File: config.mk
export PLATFORM = sky130hd
export DESIGN_NAME = bus_arbiter
export DESIGN_NICKNAME = d
export VERILOG_FILES = /design/src/rtl/bus_arb_pkg.sv /design/src/rtl/rr_picker.sv /design/src/rtl/bus_arbiter.sv
export SDC_FILE = /design/constraint.sdc
export NUM_CORES = 1
export LEC_CHECK = 0
export ABC_AREA = 1
export CORE_ASPECT_RATIO = 1.4
export CORE_MARGIN = 4
export CORE_UTILIZATION = 36
export CTS_CLUSTER_DIAMETER = 100
export DETAILED_ROUTE_END_ITERATION = 8
export PLACE_DENSITY = 0.75
export SYNTH_ARGS = -nofsm -noshare
export SYNTH_HDL_FRONTEND = slang
export SYNTH_SLANG_ARGS = --single-unit
File: constraint.sdc
create_clock -name clk -period 1.3 [get_ports clk]
set_input_delay 0.26 -clock clk [delete_from_list [all_inputs] [get_ports clk]]
set_output_delay 0.26 -clock clk [all_outputs]
set_load 0.005 [all_outputs]
File: src/rtl/bus_arb_pkg.sv
// Shared definitions for the round-robin bus arbiter: state encoding, default
// parameters and the saturating grant-statistics helper.
package bus_arb_pkg;

  typedef enum logic [1:0] {
    ST_IDLE = 2'd0,
    ST_OWN  = 2'd1,
    ST_TURN = 2'd2
  } arb_state_e;

  localparam int DEF_NUM_REQ  = 4;
  localparam int DEF_DATA_W   = 8;
  localparam int DEF_MAX_HOLD = 4;
  localparam int STATS_W      = 16;

  function automatic logic [STATS_W-1:0] sat_inc(input logic [STATS_W-1:0] v);
    logic [STATS_W-1:0] r;
    if (v == {STATS_W{1'b1}}) begin
      r = v;
    end else begin
      r = v + STATS_W'(1);
    end
    return r;
  endfunction

endpackage

File: src/rtl/rr_picker.sv
// Rotating priority encoder: finds the first requester above rr_last,
// wrapping modulo NUM_REQ.
module rr_picker #(
  parameter int NUM_REQ = 4,
  parameter int IDX_W   = $clog2(NUM_REQ)
) (
  input  logic [NUM_REQ-1:0] req,
  input  logic [IDX_W-1:0]   rr_last,
  output logic               found,
  output logic [IDX_W-1:0]   winner
);

  int               cand;
  logic [IDX_W-1:0] idx;

  // Scan from the farthest offset down so the nearest requester is written last and wins.
  always_comb begin
    found  = 1'b0;
    winner = '0;
    cand   = 0;
    idx    = '0;
    for (int i = NUM_REQ; i >= 1; i--) begin
      cand = (int'(rr_last) + i) % NUM_REQ;
      idx  = IDX_W'(cand);
      if (req[idx]) begin
        found  = 1'b1;
        winner = idx;
      end else begin
        found  = found;
        winner = winner;
      end
    end
  end

endmodule

File: src/rtl/bus_arbiter.sv
// Round-robin owner sequencer for a shared data bus with a one-cycle turnaround
// and a bounded hold time. Optional grant statistics under BUS_ARB_STATS_EN.
module bus_arbiter
  import bus_arb_pkg::*;
#(
  parameter int NUM_REQ  = DEF_NUM_REQ,
  parameter int DATA_W   = DEF_DATA_W,
  parameter int MAX_HOLD = DEF_MAX_HOLD
) (
  input  logic                       clk,
  input  logic                       rst_n,
  input  logic [NUM_REQ-1:0]         req,
  input  logic [NUM_REQ*DATA_W-1:0]  data_in,
  output logic [NUM_REQ-1:0]         grant,
  output logic [$clog2(NUM_REQ)-1:0] sel,
  output logic                       bus_valid,
  output logic [DATA_W-1:0]          bus_data
`ifdef BUS_ARB_STATS_EN
  ,
  output logic [STATS_W-1:0]         grant_count
`endif
);

  localparam int IDX_W = $clog2(NUM_REQ);
  localparam int HC_W  = $clog2(MAX_HOLD + 1);

  localparam logic [HC_W-1:0]    HOLD_MAX  = HC_W'(MAX_HOLD);
  localparam logic [HC_W-1:0]    HOLD_ONE  = HC_W'(1);
  localparam logic [IDX_W-1:0]   LAST_INIT = IDX_W'(NUM_REQ - 1);
  localparam logic [NUM_REQ-1:0] GRANT_ONE = NUM_REQ'(1);

  arb_state_e         state_q, state_d;
  logic [NUM_REQ-1:0] grant_q, grant_d;
  logic [IDX_W-1:0]   sel_q, sel_d;
  logic [IDX_W-1:0]   rr_last_q, rr_last_d;
  logic [HC_W-1:0]    hold_cnt_q, hold_cnt_d;

  logic               pick_found;
  logic [IDX_W-1:0]   pick_winner;
  logic               owner_req;
  logic               others_pending;
  logic               hold_full;
  logic               new_grant;

  rr_picker #(
    .NUM_REQ (NUM_REQ),
    .IDX_W   (IDX_W)
  ) u_picker (
    .req     (req),
    .rr_last (rr_last_q),
    .found   (pick_found),
    .winner  (pick_winner)
  );

  // Ownership status of the current grant holder.
  always_comb begin
    owner_req      = |(req & grant_q);
    others_pending = |(req & ~grant_q);
    hold_full      = (hold_cnt_q == HOLD_MAX);
  end

  // Next-state and next-grant decision.
  always_comb begin
    state_d    = state_q;
    grant_d    = grant_q;
    sel_d      = sel_q;
    rr_last_d  = rr_last_q;
    hold_cnt_d = hold_cnt_q;
    new_grant  = 1'b0;
    case (state_q)
      ST_IDLE, ST_TURN: begin
        if (pick_found) begin
          state_d    = ST_OWN;
          grant_d    = GRANT_ONE << pick_winner;
          sel_d      = pick_winner;
          rr_last_d  = pick_winner;
          hold_cnt_d = HOLD_ONE;
          new_grant  = 1'b1;
        end else begin
          state_d    = ST_IDLE;
          grant_d    = '0;
          hold_cnt_d = '0;
        end
      end
      ST_OWN: begin
        // A dropped request and an expired hold both release through TURN.
        if (!owner_req || (hold_full && others_pending)) begin
          state_d    = ST_TURN;
          grant_d    = '0;
          hold_cnt_d = '0;
        end else if (hold_full) begin
          hold_cnt_d = hold_cnt_q;
        end else begin
          hold_cnt_d = hold_cnt_q + HOLD_ONE;
        end
      end
      default: begin
        state_d    = ST_IDLE;
        grant_d    = '0;
        hold_cnt_d = '0;
      end
    endcase
  end

  // Arbiter state registers.
  always_ff @(posedge clk or negedge rst_n) begin
    if (!rst_n) begin
      state_q    <= ST_IDLE;
      grant_q    <= '0;
      sel_q      <= '0;
      rr_last_q  <= LAST_INIT;
      hold_cnt_q <= '0;
    end else begin
      state_q    <= state_d;
      grant_q    <= grant_d;
      sel_q      <= sel_d;
      rr_last_q  <= rr_last_d;
      hold_cnt_q <= hold_cnt_d;
    end
  end

  // One-hot grant makes an OR of gated slices equivalent to a mux, and zero when idle.
  always_comb begin
    bus_data = '0;
    for (int i = 0; i < NUM_REQ; i++) begin
      if (grant_q[i]) begin
        bus_data = bus_data | data_in[i*DATA_W +: DATA_W];
      end else begin
        bus_data = bus_data;
      end
    end
  end

  assign grant     = grant_q;
  assign sel       = sel_q;
  assign bus_valid = |grant_q;

`ifdef BUS_ARB_STATS_EN
  logic [STATS_W-1:0] grant_count_q, grant_count_d;

  // Count each new ownership, saturating at all-ones.
  always_comb begin
    if (new_grant) begin
      grant_count_d = sat_inc(grant_count_q);
    end else begin
      grant_count_d = grant_count_q;
    end
  end

  // Statistics register.
  always_ff @(posedge clk or negedge rst_n) begin
    if (!rst_n) begin
      grant_count_q <= '0;
    end else begin
      grant_count_q <= grant_count_d;
    end
  end

  assign grant_count = grant_count_q;
`else
  logic unused_new_grant;
  assign unused_new_grant = new_grant;
`endif

endmodule

==> key figures <==
Yosys
  – Cell Area, Synth: 1100 um^2
  – Synth Instances: ~170
  – Syn. warnings: 0
  – Synth Net Count: roughly 210
  – Synth Area per Inst: 6.49 um^2
  – Seq/Total Area, Yosys: roughly 30%
  – Register bit total from synthesis: 13
  – Library cells used by synthesis: 25

Critical path
  – CP peak stage delay: 590 ps
  – Kind of critical path: flip-flop to flip-flop
  – CP max-delay cell: dfstp_2
  – Family with the most delay on the worst path: simple AND/OR/NAND/NOR gates
  – CP most frequent cell: nand2_2
  – Worst setup SP type: flip-flop
  – Critical path arrival: about 1800 ps
  – Critical path required time: 1480 ps
  – CP bufs+invs: 1
  – Crit. End Element: flip-flop
  – CP Max Fanout: 4
  – CP cell instances: buf_12 -> nand2_2 -> nand2_8 -> nor2_4 -> a21oi_4 -> nand2_2 -> nand2_2 -> nand4_1 -> nand2_1

GRT
  – First-pass GRT wire length: between 6000 and 7000 um
  – Initial antenna violation count: 0
  – Vias in the first global route: roughly 1.5k
  – Pin count of the biggest net entering global routing: 11
  – Remaining Overflow, GRT: 0
  – Tot GR Track Use: 22.5%

Route
  – Via count: about 1.5k
  – WL/cell: 16.7 um
  – DRC: 0
  – Routed WL: 4990 um
  – Number of DRC markers in iteration 0: 20
  – Drt via density: 5.15
  – Post-route ant nets: 0
  – 1st-pass router iterations: 4

Power
  – Final Power: between 4 and 5 mW
  – Sequential share of power: between 10% and 20%
  – Internal power: around 2.4 mW
  – Psw: 2.24 mW
  – Clock power frac: 7.5%
  – Net Sw Frac: between 40% and 50%
  – Cell leakage power: ~1.1 nW
  – PD cells: 2020 nW/um^2
  – Logic gate share of total power: slightly below 80%
  – Peak VDD IR: a little over 2 mV

Job
  – # Max-Cap Violations: 0

Place
  – Post-DP HPWL: around 2700 um
  – Routability cong.: roughly 0.83
  – Placed cell count: 274
  – Placement Cell Area: between 1500 and 2000 um^2
  – PortBufs: between 50 and 60

Die
  – Die Span Y: 73.3 um
  – # IOs: 53
  – DIE AREA: roughly 4000 um^2
  – FP Rows: 23
  – Initial core utilization: 37.7%
  – Core area: 2910 um^2
  – Die span in x: approximately 55 um

Hold path
  – Worst hold path type: input pin to asynchronous set/reset pin

Status
  – Failing checks: setup timing
  – Outcome: finished with violations

Timing
  – Slew @ Worst Pin: 255 ps
  – Final Hold Viols: 0
  – Min Tclk post-route: roughly 1600 ps
  – Slew headroom: 83.0%
  – Final worst path period share: 126%
  – Worst Slack Setup Final: -334 ps
  – Final Setup Violations: 23
  – Slew Viols, Final: 0
  – Clk_skew: approximately 2.6 ps
  – FMAX: ~600 MHz
  – RSZ-0062 raised after global routing: true

Clock tree
  – H-tree levels: 1
  – Clk sinks: 13
  – CTS tree: built
  – Clock Path Buffers: 2
  – CTS Buf Count: 3
  – Root Driver: clkbuf_8
  – Cts hold-fix bufs: 0
  – Clock transition at the registers of the reported paths: ~50 ps
  – Worst skew pair latency: around 240 ps

Final layout
  – Layout area overhead: 112%
  – Layout cells sized above 1: about half
  – Core Util, Final: about 80%
  – Fin area: between 2000 and 2500 um^2
  – Non-filler instance count after layout: 299
  – Highest-count cells in the layout ignoring fill and taps: 51 x nand2_1, 34 x clkdlybuf4s50_1, 30 x nand2_2
  – Layout fillers: approximately 160
  – ANT cells: 0
  – Most common cell after layout, fill and taps aside: nand2_1
  – Nets: between 300 and 400
==> area by class of cell <==
cell class | count | area [um^2] | area share [%]
inverters | 17 | 78.8 | 3.40
flip-flops and latches | 13 | 328 | 14.1
clock buffers | 4 | 45.0 | 1.94
multi-input cells | 134 | 946 | 40.8
repair buffers | 94 | 877 | 37.8
well taps | 37 | 46.3 | 1.99
==> flip-flops by register name, indices dropped and copies added (netlist names) <==
name and cells:
rr_last_q 2, grant 4, state_q 2, sel 2
hold_cnt_q 3
==> per-layer routing <==
layer	part of all wire (%)	GRT usage, %
met1	37	23.2
met2	54	40.1
met3	3.8	2.43
met4	4.6	15.2
met5	0	0
==> synth_stat cells <==
library cell | n | share of area [%]
nand3_2 | 1 | 0.91
a21oi_1 | 2 | 0.91
o21ai_1 | 3 | 1.4
clkbuf_1 | 4 | 1.4
dfrtp_1 | 11 | 25
o22ai_1 | 1 | 0.57
nand2_4 | 2 | 2.1
nor2_1 | 3 | 1.0
dfstp_2 | 2 | 4.8
nor2_4 | 2 | 2.1
inv_2 | 5 | 1.7
xnor2_1 | 1 | 0.80
a211oi_1 | 1 | 0.69
nand2_1 | 81 | 28
nor3_2 | 1 | 0.91
ha_1 | 2 | 2.3
inv_8 | 1 | 1.0
o21ai_2 | 2 | 1.6
nand4_1 | 12 | 6.8
nand3_1 | 5 | 2.3
a21oi_2 | 2 | 1.6
or4_1 | 1 | 0.69
inv_1 | 11 | 3.8
nand2_2 | 12 | 6.8
buf_6 | 1 | 1.0
==> worst paths after layout <==
path                       endpoint  slack, ps  depth (start not counted)          from
max reg2reg                grant[2]       -330                          9  rr_last_q[0]
max                        grant[2]       -330                          9  rr_last_q[0]
min reg2reg                  sel[1]        480                          2        sel[1]
max in group asynchronous  grant[2]        710                          2         rst_n
min                          sel[0]        210                          1         rst_n
min in group clk             sel[1]        480                          2        sel[1]
==> power groups by stage <==
stage / logic [mW] / clock network, mW / registers (mW)
after global routing: 3.90 / 0.376 / 0.715
after CTS: 2.85 / 0.360 / 0.689
final: 3.63 / 0.352 / 0.702
after detailed placement: 2.49 / 0 / 0.715
after global placement: 2.46 / 0 / 0.712
after floorplan: 1.53 / 0 / 0.696
==> through the flow <==
step | hold slack, ps | setup WS, ps | setup TNS, ps
3_5_place_dp | 469 | -461 | -7800
6_report | 211 | -334 | -4740
4_1_cts | 212 | -249 | -3550
3_3_place_gp | 469 | -426 | -7620
2_1_floorplan | -35.6 | -96.2 | -703
5_1_grt | 226 | -413 | -6230
==> logic make-up after synthesis <==
logic type / after synthesis / share of synthesized area [%]
buf+inv: 22 / 8.90
fa+ha+maj: 2 / 2.28
xor+xnor: 1 / 0.799
simple gates: 120 / 51.4
flops: 13 / 29.9
compound gates: 11 / 6.74
==> timing repair <==
item,4_1_cts,5_1_grt
endpoints found under the hold margin,0,0
gates cloned,1,0
resized for setup,92,48
pin swaps,19,25
endpoints found under the setup margin,28,25
buffers inserted,17,4
(Power assumes the default switching activity.)
